===== src/rtl/gate_sweep_ctrl.sv =====
// rtl/gate_sweep_ctrl.sv - sweeps a 2-input gate through 00,01,10,11 and checks its truth table
// Holds each combination HOLD_CYCLES cycles and samples gate_o on the last one.
module gate_sweep_ctrl #(
  parameter int HOLD_CYCLES = 20,
  parameter int CNT_W       = $clog2(HOLD_CYCLES + 1)
) (
  input  logic       clk,
  input  logic       rst,
  input  logic       start,
  input  logic [3:0] exp_tt,
  output logic       gate_a,
  output logic       gate_b,
  input  logic       gate_o,
  output logic       busy,
  output logic       done,
  output logic       pass,
  output logic [3:0] tt,
  output logic [3:0] mismatch
);

  typedef enum logic [1:0] {
    S_IDLE  = 2'd0,
    S_DRIVE = 2'd1,
    S_DONE  = 2'd2
  } state_t;

  localparam logic [CNT_W-1:0] CNT_LAST = CNT_W'(HOLD_CYCLES - 1);

  state_t           state_q, state_d;
  logic [1:0]       idx_q;
  logic [CNT_W-1:0] cnt_q;
  logic [3:0]       exp_q;
  logic [3:0]       tt_q;
  logic             pass_q;
  logic [3:0]       mismatch_q;
  logic [3:0]       tt_d;
  logic             last_hold;

  assign last_hold = (cnt_q == CNT_LAST);

  always_comb begin
    tt_d        = tt_q;
    tt_d[idx_q] = gate_o;
  end

  always_ff @(posedge clk) begin
    if (rst) begin
      state_q <= S_IDLE;
    end else begin
      state_q <= state_d;
    end
  end

  always_comb begin
    state_d = state_q;
    case (state_q)
      S_IDLE:  if (start) state_d = S_DRIVE;
      S_DRIVE: if (last_hold && (idx_q == 2'd3)) state_d = S_DONE;
      S_DONE:  state_d = S_IDLE;
      default: state_d = S_IDLE;
    endcase
  end

  always_comb begin
    gate_a = 1'b0;
    gate_b = 1'b0;
    busy   = 1'b0;
    done   = 1'b0;
    case (state_q)
      S_DRIVE: begin
        {gate_a, gate_b} = idx_q;
        busy             = 1'b1;
      end
      S_DONE:  done = 1'b1;
      default: ;
    endcase
  end

  // The verdict is formed from the final sample on the edge into DONE so that
  // it is already visible alongside the done pulse.
  always_ff @(posedge clk) begin
    if (rst) begin
      idx_q      <= 2'd0;
      cnt_q      <= '0;
      exp_q      <= 4'd0;
      tt_q       <= 4'd0;
      pass_q     <= 1'b0;
      mismatch_q <= 4'd0;
    end else begin
      case (state_q)
        S_IDLE: begin
          if (start) begin
            exp_q      <= exp_tt;
            idx_q      <= 2'd0;
            cnt_q      <= '0;
            tt_q       <= 4'd0;
            pass_q     <= 1'b0;
            mismatch_q <= 4'd0;
          end
        end
        S_DRIVE: begin
          if (last_hold) begin
            cnt_q <= '0;
            tt_q  <= tt_d;
            if (idx_q == 2'd3) begin
              pass_q     <= (tt_d == exp_q);
              mismatch_q <= tt_d ^ exp_q;
            end else begin
              idx_q <= idx_q + 2'd1;
            end
          end else begin
            cnt_q <= cnt_q + 1'b1;
          end
        end
        S_DONE:  idx_q <= 2'd0;
        default: ;
      endcase
    end
  end

  assign tt       = tt_q;
  assign pass     = pass_q;
  assign mismatch = mismatch_q;

endmodule


===== config.mk =====
export PLATFORM = sky130hd
export DESIGN_NAME = gate_sweep_ctrl
export DESIGN_NICKNAME = d
export VERILOG_FILES = /design/src/rtl/gate_sweep_ctrl.sv
export SDC_FILE = /design/constraint.sdc
export NUM_CORES = 1
export LEC_CHECK = 0
export BUFFER_PORTS_ARGS = -buffer_cell sky130_fd_sc_hd__buf_2
export CORE_UTILIZATION = 40
export DETAILED_ROUTE_END_ITERATION = 12
export PLACE_DENSITY_LB_ADDON = 0.1
export RECOVER_POWER = 100
export SLEW_MARGIN = 40
export SYNTH_ARGS = -nofsm -noshare
export SYNTH_HDL_FRONTEND = slang
export SYNTH_SLANG_ARGS = --single-unit

===== constraint.sdc =====
create_clock -name clk -period 2.4 [get_ports clk]
set_input_delay 0.48 -clock clk [delete_from_list [all_inputs] [get_ports clk]]
set_output_delay 0.48 -clock clk [all_outputs]
set_load 0.03 [all_outputs]

# Word-level counts from Yosys, hierarchy flattened

Index checks and enable logic that the tools add are counted.

Register bits after elaboration: 22
Input bits: 8
Output and inout bits: 13
Logic and storage cells: 60

Add/subtract/negate cells: 2
$lt $le $gt $ge: 2
Equality and inequality tests: 10
Multiplexer cells: 27
Bitwise gates (word level): 1
Reduce and logical (&&, ||, !) cells: 11

Operator list:

| cell                                                               | number |
|---|---|
| two-way mux 4 bit                                                  | 4 |
| one-hot mux 4 bit (2 select lines)                                 | 2 |
| two-way mux 2 bit                                                  | 5 |
| two-way mux 5 bit                                                  | 2 |
| inequality test 2 bit (second input constant)                      | 5 |
| one-hot mux 5 bit (2 select lines)                                 | 1 |
| two-way mux 1 bit                                                  | 8 |
| AND reduction 4 bit                                                | 2 |
| one-hot mux 2 bit (3 select lines)                                 | 1 |
| AND reduction 2 bit                                                | 3 |
| adder 5 x 1 -> 5 bit (second input constant)                       | 1 |
| == test 5 bit (second input constant)                              | 1 |
| bitwise mux 4 bit                                                  | 1 |
| == test 2 bit (second input constant)                              | 2 |
| == test 4 bit                                                      | 1 |
| one-hot mux 2 bit (2 select lines)                                 | 1 |
| bitwise XOR 4 bit                                                  | 1 |
| less-than comparator 2 x 3 -> 1 bit (second input constant)        | 1 |
| AND reduction 3 bit                                                | 1 |
| nonzero test 3 bit                                                 | 1 |
| adder 2 x 1 -> 2 bit (second input constant)                       | 1 |
| demux 1 bit (select 2 bit)                                         | 1 |
| == test 2 x 1 -> 1 bit (second input constant)                     | 1 |
| greater-or-equal comparator 2 x 1 -> 1 bit (second input constant) | 1 |
| 4 further kinds                                                    | 5 |

# Logic depth before layout (Yosys ltp)

Depth in word-level cells: 9
Gate-level depth with buffers: 6
Gate-level depth less buffers: 6

# Least setup slack after synthesis

Ideal clock, no wire load.

Kind: reg-to-output
From: register state_q[0]
To: output port gate_a
Arrival time: 1.093 ns
Required time: 1.920 ns
Slack: 0.827 ns
Cell stages (with the launch flop): 4
Buffers on the path: 1
Cells stage by stage: dfxtp_1 > nand2b_4 > buf_2 > nor2_1

Cells in the longest elaborated chain, start to end: 2

Ends and longest elaborated chain:

| what                   | RTL line | RTL |
|---|---|---|
| start, declared        | 29       | `state_t state_q, state_d;` |
| start signal, assigned | 50       | `state_q <= state_d;` |
| == test 2 x 1 -> 1 bit | 69       | `case (state_q)` |
| two-way mux 1 bit      | 69       |  |
| end, declared          | 11       | `output logic gate_a,` |

Every way passes these cells.

# Worst setup path in the final report

From: register state_q[0]
To: output port busy

Cells in the longest elaborated chain, start to end: 2

Ends and longest elaborated chain:

| what                   | RTL line | RTL |
|---|---|---|
| == test 2 x 1 -> 1 bit | 69       |  |
| two-way mux 1 bit      | 69       |  |
| end, declared          | 14       | `output logic busy,` |

Every way passes these cells.

==> flow_metrics.env <==
export IMPL_pre_cts_ws_ns=0.631
export IMPL_cts_clk_slew_worst_paths_ns=0.13
export IMPL_drive_above_1_share_pct=10.6
export IMPL_clock_sinks=22
export IMPL_detail_route_first_pass_iterations=4
export IMPL_r2r_slack_ns=0.40
export IMPL_grt_met1_usage_pct=23.4
export IMPL_avgRoutedWirePerCell_um=14.0
export IMPL_clock_skew_ns=0.0128
export IMPL_reg2reg_to="mismatch[1]"
export IMPL_globalRouteTotalUtil_pct=16.9
export IMPL_cts_path_max_buffers=2
export IMPL_largest_cells_by_area_after_synthesis="sky130_fd_sc_hd__dfxtp_1, sky130_fd_sc_hd__mux2i_1, sky130_fd_sc_hd__ha_1"
export IMPL_synth_largest_type_area_fraction_pct=38.7
export IMPL_start_util_pct=44.0
export IMPL_hold_end="exp_q[0]"
export IMPL_critPathRequiredTime_ns=1.92
export IMPL_total_via_count_in_the_routed_design=935
export IMPL_setup_violations_final=0
export IMPL_worst_slew_pin_slew_ns=0.886
export IMPL_io_buffer_count=20
export IMPL_layout_worst_path_cycle_share_pct=84.2
export IMPL_seq_area_frac_synth_pct=38.7
export IMPL_rsz0062_at_grt="false"
export IMPL_final_critical_path_setup_slack_ns=0.380
export IMPL_synthDistinctLibCells=37
export IMPL_netlist_top_cells_count="sky130_fd_sc_hd__dfxtp_1, sky130_fd_sc_hd__nor2_1, sky130_fd_sc_hd__mux2i_1, sky130_fd_sc_hd__a21oi_1, sky130_fd_sc_hd__o21ai_0"
export IMPL_post_cts_setup_buffers=0
export IMPL_critPathMaxFanout=14
export IMPL_post_syn_instances=122
export IMPL_floorplan_rows=18
export IMPL_final_antenna_net_count=0
export IMPL_floorplan_io_pins=21
export IMPL_post_detailed_routing_wire_length_um=2410
export IMPL_synth_edf_count=0
export IMPL_cap_violations=0
export IMPL_gp_congestion=0.727
export IMPL_drt_vias_per_instance=5.44
export IMPL_antenna_found_initial=0
export IMPL_global_route_usage_met2_pct=25.6
export IMPL_synth_async_sr_flop_share_pct=0
export IMPL_drt_iter0_markers=16
export IMPL_period_minus_slack_ns=2.02
export IMPL_final_hold_violation_count=0
export IMPL_worstHoldPathCells=3
export IMPL_grt_max_degree=20
export IMPL_endpoint_kind="primary output"
export IMPL_timing_setup_tns_ns=0
export IMPL_leakagePower_nw=0.488
export IMPL_slew_viol_final=0
export IMPL_regToRegStartpoint="cnt_q[0]"
export IMPL_vertical_die_dimension_um=55.4
export IMPL_number_of_h_tree_branching_levels=1
export IMPL_worst_slew_margin_rel_pct=40.8
export IMPL_worst_r2r_cell_count=6
export IMPL_finalNetCount=156
export IMPL_worstHoldStart="exp_tt[0]"
export IMPL_crit_path_start_kind="flop"
export IMPL_first_global_vias=920
export IMPL_grt_busiest_layer="met2"
export IMPL_grt_overflow_total=0
export IMPL_ys_warnings_count=0
export IMPL_postSynth_topFlopCell="sky130_fd_sc_hd__dfxtp_1"
export IMPL_total_clock_buffers_created_by_cts=3
export IMPL_powerDensity_mw_per_mm2=587
export IMPL_status="finished, final reports clean"
export IMPL_area_growth_synth_to_final_pct=11.9
export IMPL_critical_path_cell_chain="nand2b_4 > inv_1 > clkbuf_1"
export IMPL_critical_path_class="reg -> out"
export IMPL_cpMaxStageDelayCell="sky130_fd_sc_hd__dfxtp_1"
export IMPL_grt_pass1_wl_um=4090
export IMPL_ir_worst_vdd_v=0.000374
export IMPL_syn_area_mm2=0.00114
export IMPL_tritoncts="done"
export IMPL_drt_drc_violations_left=0
export IMPL_synth_largest_area_cell="sky130_fd_sc_hd__dfxtp_1"
export IMPL_post_syn_nets=135
export IMPL_cp_arrival_ns=1.54
export IMPL_critical_path_n_buffers_inverters=2
export IMPL_clock_network_latency_to_the_later_pin_of_the_worst_skew_pair_ns=0.32
export IMPL_horizontal_extent_of_the_die_um=55.4
export IMPL_cts_repair_resizes=0
export IMPL_cts_hold_buffers=0
export IMPL_fmax_ghz=0.495
export IMPL_core_area_mm2=0.00259
export IMPL_critical_path_max_stage_delay_ns=0.46
export IMPL_clock_root_buffer="sky130_fd_sc_hd__clkbuf_4"
export IMPL_count_leader_synth="sky130_fd_sc_hd__dfxtp_1"
export IMPL_synth_ff_latch_count=22
export IMPL_hold_path_class="in -> reg"
export IMPL_n_antenna_cell=0
export IMPL_die_area_mm2=0.00306
export IMPL_groute_layer_met3_usage_pct=2.34
export IMPL_hpwl_um=1760
export IMPL_path_delay_family="buffers and inverters"
export IMPL_synth_area_per_cell_um2=9.33
[worst max path at each step]
| stage | endpoint | depth (start not counted) | from | slack [ns] |
|---|---|---|---|---|
| 6_report | busy | 3 | state_q[0] | 0.38 |
| 5_1_grt | mismatch[2] | 6 | cnt_q[0] | 0.26 |
| 4_1_cts | busy | 3 | state_q[0] | 0.55 |
| 3_5_place_dp | mismatch[2] | 6 | cnt_q[0] | 0.63 |
| 3_3_place_gp | mismatch[0] | 6 | cnt_q[0] | 0.69 |
| 2_1_floorplan | gate_a | 3 | state_q[0] | 0.83 |
[worst register-to-register path, stage by stage, from the launching register on]
cell and delay, ns:
sky130_fd_sc_hd__dfxtp_1 0.39, sky130_fd_sc_hd__ha_1 0.24, sky130_fd_sc_hd__nand4bb_1 0.17, sky130_fd_sc_hd__clkbuf_1 0.27
sky130_fd_sc_hd__or3_1 0.41, sky130_fd_sc_hd__a21oi_1 0.30, sky130_fd_sc_hd__a22o_1 0.19
[cell type report]
class	count	area, um2
Fill cell	276	1320
Inverter	4	15.0
Tap cell	30	37.5
Multi-Input combinational cell	91	641
Sequential cell	22	440
Clock buffer	3	22.5
Clock inverter	1	30.0
Timing Repair Buffer	21	87.6
[flip-flops by register name (all words and copies together), names as in the netlist]
name and cells:
exp_q 4, pass 1, state_q 2, tt 4
cnt_q 5, idx_q 2, mismatch 4
[stage by stage]
| step | cell area, um2 | util [%] | power (mW) | cells | hold slack [ns] |
|---|---|---|---|---|---|
| 3_5_place_dp | 1260 | 48.6 | 0.473 | 168 | 0.464 |
| 2_1_floorplan | 1140 | - | 0.453 | 122 | 0.466 |
| 6_report | 1270 | 49.2 | 0.748 | 172 | 0.391 |
| 5_1_grt | 1270 | 49.2 | 0.777 | 172 | 0.407 |
| 3_3_place_gp | 1260 | 48.6 | 0.471 | 168 | 0.462 |
| 4_1_cts | 1310 | 50.7 | 0.757 | 172 | 0.392 |
[cell usage in the layout, fill, tap and decap left out, drive strengths merged]
| cell | count |
|---|---|
| dfxtp | 22 |
| clkbuf | 17 |
| nor2 | 15 |
| mux2i | 10 |
| a21oi | 9 |
| buf | 7 |
| o21ai | 6 |
| nor3 | 5 |
| nand3 | 5 |
| ha | 5 |
| inv | 4 |
| xnor2 | 4 |
| a22o | 4 |
| nand2 | 4 |
| o21bai | 2 |
| a211oi | 2 |
| a21o | 2 |
| nand3b | 2 |
| nand2b | 2 |
| and2b | 1 |
| nand4bb | 1 |
| nor4b | 1 |
| nor4 | 1 |
| or3 | 1 |
| or3b | 1 |
| a22oi | 1 |
| nor2b | 1 |
| and2 | 1 |
| nor3b | 1 |
| a2bb2oi | 1 |
| mux2 | 1 |
| nand4b | 1 |
| a21boi | 1 |
| bufinv | 1 |
[per-layer routing]
metal | up-vias | part of all wire, %
li1 | 473 | -
met1 | 436 | 52
met2 | 21 | 44
met3 | 5 | 3.3
met4 | 0 | 1.4
met5 | - | 0
[power breakdown]
part | switching (mW) | total [mW] | leakage [nW] | internal (mW)
Clock | 0.118 | 0.287 | 0.0279 | 0.169
Combinational | 0.0496 | 0.0797 | 0.281 | 0.0301
Sequential | 0.00780 | 0.381 | 0.178 | 0.373
[logic make-up (layout without fill, tap and decap cells)]
| family | Yosys count | after routing | synth area share [%] |
|---|---|---|---|
| adders and majority gates | 5 | 5 | 5.49 |
| and+or+nand+nor | 43 | 43 | 22.7 |
| DFF | 22 | 22 | 38.7 |
| buffers and inverters | 9 | 29 | 3.41 |
| AOI/OAI and AO/OA | 28 | 28 | 16.8 |
| xor gates and xnor gates | 4 | 4 | 3.08 |
| muxes | 11 | 11 | 9.78 |
(Power assumes the default switching activity.)
